--- config.mk ---
export PLATFORM = sky130hd
export DESIGN_NAME = mmc1_cfg_sequencer
export DESIGN_NICKNAME = d
export VERILOG_FILES = /design/src/rtl/mmc1_pkg.sv /design/src/rtl/mmc1_rr_arbiter.sv /design/src/rtl/mmc1_cfg_sequencer.sv
export SDC_FILE = /design/constraint.sdc
export NUM_CORES = 1
export LEC_CHECK = 0
export ABC_AREA = 1
export CORE_MARGIN = 2
export CORE_UTILIZATION = 40
export DETAILED_ROUTE_END_ITERATION = 6
export PLACE_DENSITY_LB_ADDON = 0.08
export SYNTH_ARGS = -nofsm -noshare
export SYNTH_HDL_FRONTEND = slang
export SYNTH_SLANG_ARGS = --single-unit
--- constraint.sdc ---
create_clock -name CPU_M2 -period 1.1 [get_ports CPU_M2]
set_input_delay 0.165 -clock CPU_M2 [delete_from_list [all_inputs] [get_ports CPU_M2]]
set_output_delay 0.165 -clock CPU_M2 [all_outputs]
set_load 0.1 [all_outputs]
--- src/rtl/mmc1_pkg.sv ---
// Shared types and constants for the MMC1 serial configuration sequencer.
// Optional pre-reset write slot is selected with `define MMC1_SEQ_PRERESET_EN.
package mmc1_pkg;

  localparam logic [1:0] REG_CTRL = 2'b00;
  localparam logic [1:0] REG_CHR0 = 2'b01;
  localparam logic [1:0] REG_CHR1 = 2'b10;
  localparam logic [1:0] REG_PRG  = 2'b11;

`ifdef MMC1_SEQ_PRERESET_EN
  typedef enum logic [1:0] {ST_IDLE = 2'd0, ST_PRE = 2'd1, ST_SHIFT = 2'd2, ST_GAPW = 2'd3} state_t;
  localparam int N_WRITES = 6;
  localparam int PRE_OFS  = 1;
`else
  typedef enum logic [1:0] {ST_IDLE = 2'd0, ST_SHIFT = 2'd2, ST_GAPW = 2'd3} state_t;
  localparam int N_WRITES = 5;
  localparam int PRE_OFS  = 0;
`endif

  typedef struct packed {
    logic [1:0] sel;
    logic [4:0] data;
  } req_t;

endpackage

--- src/rtl/mmc1_rr_arbiter.sv ---
// Two-way round-robin arbiter: combinational grant, last-grant pointer
// advanced only when the grant is actually taken.
module mmc1_rr_arbiter (
  input  logic       clk,
  input  logic       rst,
  input  logic [1:0] req,
  input  logic       take,
  output logic [1:0] gnt,
  output logic       gnt_idx
);

  // prio_b=1: B wins a tie. Cleared on reset so A goes first.
  logic prio_b;

  always_comb begin
    gnt = req;
    if (req == 2'b11) gnt = prio_b ? 2'b10 : 2'b01;
  end

  assign gnt_idx = gnt[1];

  always_ff @(posedge clk) begin
    if (rst)       prio_b <= 1'b0;
    else if (take) prio_b <= ~gnt_idx;
  end

endmodule

--- src/rtl/mmc1_cfg_sequencer.sv ---
// Replays whole-register requests from two masters as spaced MMC1 serial writes.
// `define MMC1_SEQ_PRERESET_EN adds a shift-register reset write before the data bits.
module mmc1_cfg_sequencer
  import mmc1_pkg::*;
#(
  parameter int GAP = 1
) (
  input  logic       CPU_M2,
  input  logic       RST,
  input  logic       REQ_A_VALID,
  output logic       REQ_A_READY,
  input  logic [1:0] REQ_A_SEL,
  input  logic [4:0] REQ_A_DATA,
  input  logic       REQ_B_VALID,
  output logic       REQ_B_READY,
  input  logic [1:0] REQ_B_SEL,
  input  logic [4:0] REQ_B_DATA,
  output logic       WR_STB,
  output logic       WR_A14,
  output logic       WR_A13,
  output logic       WR_D0,
  output logic       WR_D7,
  output logic       BUSY,
  output logic       GRANT,
  output logic       DONE
);

  localparam int GW = (GAP < 1) ? 1 : $clog2(GAP + 1);
  localparam logic [GW-1:0] GAP_LAST = GW'(GAP - 1);

  if (GAP < 1) begin : g_bad_gap
    $error("mmc1_cfg_sequencer: GAP must be at least 1");
  end

  state_t        state, state_nx;
  logic [2:0]    bit_cnt, bit_cnt_nx;
  logic [GW-1:0] gap_cnt, gap_cnt_nx;
  req_t          cur;
  logic [1:0]    gnt;
  logic          gnt_idx, idle, take;
  logic [2:0]    k;

  assign idle = (state == ST_IDLE);
  assign take = idle & ~RST & (REQ_A_VALID | REQ_B_VALID);

  mmc1_rr_arbiter u_arb (
    .clk     (CPU_M2),
    .rst     (RST),
    .req     ({REQ_B_VALID, REQ_A_VALID}),
    .take    (take),
    .gnt     (gnt),
    .gnt_idx (gnt_idx)
  );

  assign REQ_A_READY = idle & ~RST & gnt[0];
  assign REQ_B_READY = idle & ~RST & gnt[1];
  assign BUSY        = ~idle;

  always_ff @(posedge CPU_M2) begin
    if (RST) begin
      state   <= ST_IDLE;
      bit_cnt <= 3'd0;
      gap_cnt <= '0;
      cur     <= '0;
      GRANT   <= 1'b0;
    end else begin
      state   <= state_nx;
      bit_cnt <= bit_cnt_nx;
      gap_cnt <= gap_cnt_nx;
      if (take) begin
        cur   <= gnt_idx ? {REQ_B_SEL, REQ_B_DATA} : {REQ_A_SEL, REQ_A_DATA};
        GRANT <= gnt_idx;
      end
    end
  end

  // bit_cnt counts every write of the transaction, including the optional PRE slot.
  always_comb begin
    state_nx   = state;
    bit_cnt_nx = bit_cnt;
    gap_cnt_nx = gap_cnt;
    case (state)
      ST_IDLE: begin
        if (take) begin
          bit_cnt_nx = 3'd0;
`ifdef MMC1_SEQ_PRERESET_EN
          state_nx   = ST_PRE;
`else
          state_nx   = ST_SHIFT;
`endif
        end
      end
`ifdef MMC1_SEQ_PRERESET_EN
      ST_PRE: begin
        state_nx   = ST_GAPW;
        gap_cnt_nx = '0;
      end
`endif
      ST_SHIFT: begin
        state_nx   = ST_GAPW;
        gap_cnt_nx = '0;
      end
      ST_GAPW: begin
        if (gap_cnt == GAP_LAST) begin
          if (bit_cnt == 3'(N_WRITES - 1)) begin
            state_nx = ST_IDLE;
          end else begin
            bit_cnt_nx = bit_cnt + 3'd1;
            state_nx   = ST_SHIFT;
          end
        end else begin
          gap_cnt_nx = gap_cnt + GW'(1);
        end
      end
      default: state_nx = ST_IDLE;
    endcase
  end

  assign k = bit_cnt - 3'(PRE_OFS);

  always_comb begin
    WR_STB = 1'b0;
    WR_A14 = 1'b0;
    WR_A13 = 1'b0;
    WR_D0  = 1'b0;
    WR_D7  = 1'b0;
    DONE   = 1'b0;
    case (state)
`ifdef MMC1_SEQ_PRERESET_EN
      ST_PRE: begin
        WR_STB           = 1'b1;
        {WR_A14, WR_A13} = cur.sel;
        WR_D7            = 1'b1;
      end
`endif
      ST_SHIFT: begin
        WR_STB           = 1'b1;
        {WR_A14, WR_A13} = cur.sel;
        WR_D0            = cur.data[k];
        DONE             = (k == 3'd4);
      end
      default: ;
    endcase
  end

endmodule
# [After elaboration in Yosys (flattened, before gate mapping)]
# Cells that the tools add are included.
[op_classes] n_reduce_logical=5 bitwise_logic=8 eq_ne=7 order_cmp=1 n_addsub=2 n_mux=20
[ops] cell="two-way mux 2 bit" count=5
[ops] cell="two-way mux 3 bit" count=3
[ops] cell="two-way mux 1 bit" count=7
[ops] cell="two-way mux 7 bit" count=1
[ops] cell="== test 2 bit, second input constant" count=3
[ops] cell="one-hot mux 2 bit (3 select lines)" count=1
[ops] cell="one-hot mux 3 bit (2 select lines)" count=1
[ops] cell="bitwise AND 1 bit" count=4
[ops] cell="less-than comparator 3 x 4 -> 1 bit, second input constant" count=1
[ops] cell="inequality test 2 bit, second input constant" count=2
[ops] cell="AND reduction 4 bit" count=1
[ops] cell="nonzero test 2 bit" count=2
[ops] cell="adder 3 x 1 -> 3 bit, second input constant" count=1
[ops] cell="binary-select mux 1 bit (select 3 bit)" count=1
[ops] cell="== test 3 bit, second input constant" count=1
[ops] cell="NOT 1 bit" count=3
[ops] cell="zero test 2 bit" count=1
[ops] cell="inequality test 2 x 1 -> 1 bit, second input constant" count=1
[ops] cell="one-hot mux 1 bit (2 select lines)" count=1
[ops] cell="AND reduction 2 bit" count=1
[ops] cell="adder 1 bit, second input constant" count=1
[ops] cell="OR 1 bit" count=1
[word_totals] inputBits=18 elab_cells=50 regBits=15 out_inout_bits=10

# [Logic depth before layout (Yosys ltp)]
[logic_depth] word_depth=5 mapped_depth=9 mapped_depth_nobuf=9

# [Hierarchy]
# A second synthesis with hierarchy kept.
[hier_totals] hier_cells=137 hier_area_um2=868.3
[by_module_without_submodules] module="mmc1_cfg_sequencer" area_per_inst_um2=798.3 n_inst=1 cells_per_inst=126
[by_module_without_submodules] module="mmc1_rr_arbiter" area_per_inst_um2=70.1 n_inst=1 cells_per_inst=11

# [Worst setup path before layout]
# OpenSTA, ideal clock, no wires.
[synth_path] path_kind="register -> output" startpoint="register state[1]" endpoint="output port WR_D0" arrival_ps=3540 stages_incl_launch_ff=5 path_slack_ps=-2605 path_cell_list="dfxtp_1 inv_1 nor2_1 inv_1 a21oi_1"
[synth_via] elab_chain_len=2
[synth_rtl] item="from (decl)" line="mmc1_cfg_sequencer.sv:35" text="state_t state, state_nx;"
[synth_rtl] item="from (signal assigned)" line="mmc1_cfg_sequencer.sv:67" text="state <= state_nx;"
[synth_rtl] item="== test 2 bit" line="mmc1_cfg_sequencer.sv:128" text="case (state)"
[synth_rtl] item="two-way mux 1 bit" line="mmc1_cfg_sequencer.sv:128"
[synth_rtl] item="to (decl)" line="mmc1_cfg_sequencer.sv:21" text="output logic WR_D0,"
# Every way passes these cells.

# [Worst setup path in the final report]
[layout_path] startpoint="register bit_cnt[1]" endpoint="output port WR_D0"
[layout_via] elab_chain_len=3
[layout_rtl] item="from (decl)" line="mmc1_cfg_sequencer.sv:36" text="logic [2:0] bit_cnt, bit_cnt_nx;"
[layout_rtl] item="from (signal assigned)" line="mmc1_cfg_sequencer.sv:68" text="bit_cnt <= bit_cnt_nx;"
[layout_rtl] item="binary-select mux 1 bit (select 3 bit)" line="mmc1_cfg_sequencer.sv:139" text="WR_D0 = cur.data[k];"
[layout_rtl] item="two-way mux 1 bit (implied by the code)" line="mmc1_cfg_sequencer.sv:139"
[layout_rtl] item="two-way mux 1 bit" line="mmc1_cfg_sequencer.sv:128"
# Every way passes these cells. The select of a mux whose other input is x is not followed.

==> summary.txt <==
Status
  • Outcome: complete, but fails checks
  • Failing checks: setup timing

Timing
  • Clock Skew: 0.001503 ns
  • Tcrit/Tclk final: 145.8%
  • Final Hold Fails: 0
  • Tmin final: approximately 1.6 ns
  • Final Setup Violations: 20
  • Worst Setup Slack, final: -0.5033 ns
  • Highest clock rate: 623.7 MHz
  • RSZ-0062 raised after global routing: yes
  • Fin. max-slew vios: 0

Power
  • Net Sw Power: ~780 uW
  • Sw frac: about two fifths
  • Internal: ~1200 uW
  • Logic pwr share: 49.5%
  • Maximum VDD drop: between 1 and 1.5 mV
  • Power share of the clock group: 19.5%
  • Flop pwr share: 30.9%
  • Leak: about 0.00076 uW
  • P per Cell Area: 1138 nW/um^2

Worst setup path
  • CP Capture Type: primary output
  • Reg2Reg Setup Slack: -0.31 ns
  • Slowest-stage cell, CP: dfxtp_2
  • Worst path max stage delay: 0.33 ns
  • Crit Path Class: reg2out
  • Crit path cell chain: inv_2 > o21ai_0 > o21ai_2 > nand2_2 > a21oi_4 > buf_12
  • Crit-path max FO: 3
  • Startpoint types: flip-flop
  • WP data required: approximately 0.94 ns
  • Worst Path Arrival: about 1.4 ns

Floorplanning
  • Rows: 16
  • Initial Util: 42.60%
  • Core area: about 2000 sq um
  • DIE AREA: around 2500 sq um
  • Die height: a little under 50 um
  • # IOs: 28
  • Die X-Extent: 49.71 um

GRT
  • Pin count of the biggest net entering global routing: 10
  • Vias in the first global route: 970
  • First-pass GRT wire length: between 4000 and 5000 um
  • Initial antenna violation count: 0
  • Gr usage total: between 20 and 25%
  • Global route overflow: 0

Clocking
  • Clock-pin slew on the worst setup and hold paths: around 0.090 ns
  • CTS tree: yes
  • TritonCTS buffer count: 3
  • Clock latency on the worst-skew pair: ~0.28 ns
  • CTS Buffer Depth: 2
  • # clock sinks: 14
  • CTS Hold Bufs: 0
  • Root buf cell: clkbuf_4
  • H-Tree Depth: 1

Cells and area
  • FF/Latch Area: ~290 sq um
  • Area of the multi-input gates: around 670 sq um
  • Layout fillers: 99
  • Layout area overhead: 105.2%
  • Most frequent cells in the layout: nand2_1 (37), buf_4 (20), clkdlybuf4s50_1 (15)
  • Ant diodes: 0
  • Final core occ: between 80 and 90%
  • Fin nets: 207
  • Share of post-route cells with drive strength above 1: a little over half
  • Commonest non-fill, non-tap cell in the layout: nand2_1
  • Final Cell Area: 1715 sq um

Routing
  • Final wirelength: just over 3000 um
  • Remaining DRCs: 0
  • Vias: 1048
  • Vias per cell: 4.920
  • Routed wire per std cell: about 14 um
  • Initial DRC count: 10
  • DRT Pass-1 Iters: 4
  • Antenna Nets Post-Route: 0

Logic synthesis
  • Main synth FF type: dfxtp_1
  • Post-Synthesis Cells: 131
  • Top cells by area, synth: dfxtp_1 (34%), nand2_1 (23%), nor2_1 (6.3%), inv_1 (4.9%), a21oi_1 (4.2%)
  • Yosys reg bits: 14
  • Syn_nets: 151
  • Area share of the largest cell type after synthesis: between 30% and 40%
  • Sequential share of the synthesized area: 33.53%
  • Yosys cell types: 21
  • Largest area contributor in the netlist: dfxtp_1
  • Count of flip-flops with a built-in enable after synthesis: 0
  • Synth Warn #: 0
  • Cell area after synthesis: 835.8 sq um
  • Post-Syn Area per Cell: approximately 6.4 sq um
  • Asr flop ratio synth: 0%

Place
  • Detailed placement HPWL: approximately 1700 um
  • Final Wtd Congestion: ~0.8
  • # port buffers: 26
  • Pre-CTS setup slack: -0.4209 ns
  • Placed Area: 1414 sq um

Flow run
  • Max-Cap Viols: 0

Worst hold path
  • Worst Hold Class: reg2reg
-- cell usage after synthesis (2+ instances only) --
| cell type | number |
|---|---|
| nor2_2 | 4 |
| inv_2 | 5 |
| ha_1 | 2 |
| nand3_1 | 5 |
| inv_1 | 11 |
| dfxtp_1 | 14 |
| a21oi_1 | 7 |
| buf_4 | 2 |
| o21ai_0 | 3 |
| nand2_1 | 52 |
| nor2_1 | 14 |
| o21ai_2 | 2 |
| a21oi_2 | 2 |
-- critical path: cells and delay by family, from the launching register on --
family	cells	cell delay (ns)
compound gates	3	0.47
flops	1	0.33
buf+inv	2	0.27
simple gates	1	0.09
-- layer usage --
| metal | vias up | share of wire (%) | global-route usage, % |
|---|---|---|---|
| met1 | 501 | 39 | 23.21 |
| met4 | 0 | 1.7 | 9.722 |
| li1 | 512 | - | - |
| met5 | - | 0 | 0 |
| met3 | 6 | 3.6 | 2.727 |
| met2 | 29 | 56 | 42.00 |
-- stage by stage --
stage / hold slack (ns) / total power [uW] / setup TNS [ns] / instances
floorplan: 0.3262 / 1068 / -4.729 / 131
global placement: 0.4544 / 1343 / -5.163 / 200
detailed placement: 0.4566 / 1358 / -5.604 / 200
CTS: 0.4698 / 1826 / -3.400 / 210
global route: 0.4892 / 2029 / -5.071 / 213
finish: 0.4761 / 1952 / -4.056 / 213
-- kinds of logic after synthesis --
kind of cell             share of synthesized area (%)
AND/OR/NAND/NOR                                  38.92
buffers and inverters                            10.33
AO/OA/AOI/OAI                                    13.77
flip-flops                                       33.53
adder cells (fa/ha/maj)                          2.994
other                                           0.4487
-- path summary, 6_finish.rpt --
kind / start / end / cells past startpoint
max: bit_cnt[1] / WR_D0 / 6
min: cur[6] / cur[6] / 2
max reg2reg: bit_cnt[0] / bit_cnt[0] / 11
min reg2reg: cur[6] / cur[6] / 2
-- final cells by class --
type                    instances  area share (%)
multi-input cells              98           39.02
repair buffers                 54           35.30
flip-flops and latches         14           17.14
inverters                      16           4.449
clock buffers                   4           2.115
well taps                      27           1.969
-- power groups by stage --
stage | Sequential (uW) | Combinational, uW | Clock (uW)
finish | 604 | 967 | 381
global route | 609 | 1020 | 403
CTS | 597 | 838 | 390
detailed placement | 604 | 754 | 0
global placement | 602 | 741 | 0
floorplan | 623 | 445 | 0
-- state kept, by name, indices dropped and copies added, names as in the netlist --
name          count
cur               7
u_arb.prio_b      1
state             2
bit_cnt           3
GRANT             1
-- timing repair --
item	CTS	global route
endpoints found under the setup margin	19	19
pin swaps	10	20
resized for setup	26	32
buffers inserted	7	3
Note: power is estimated with default switching activity, not from simulation.
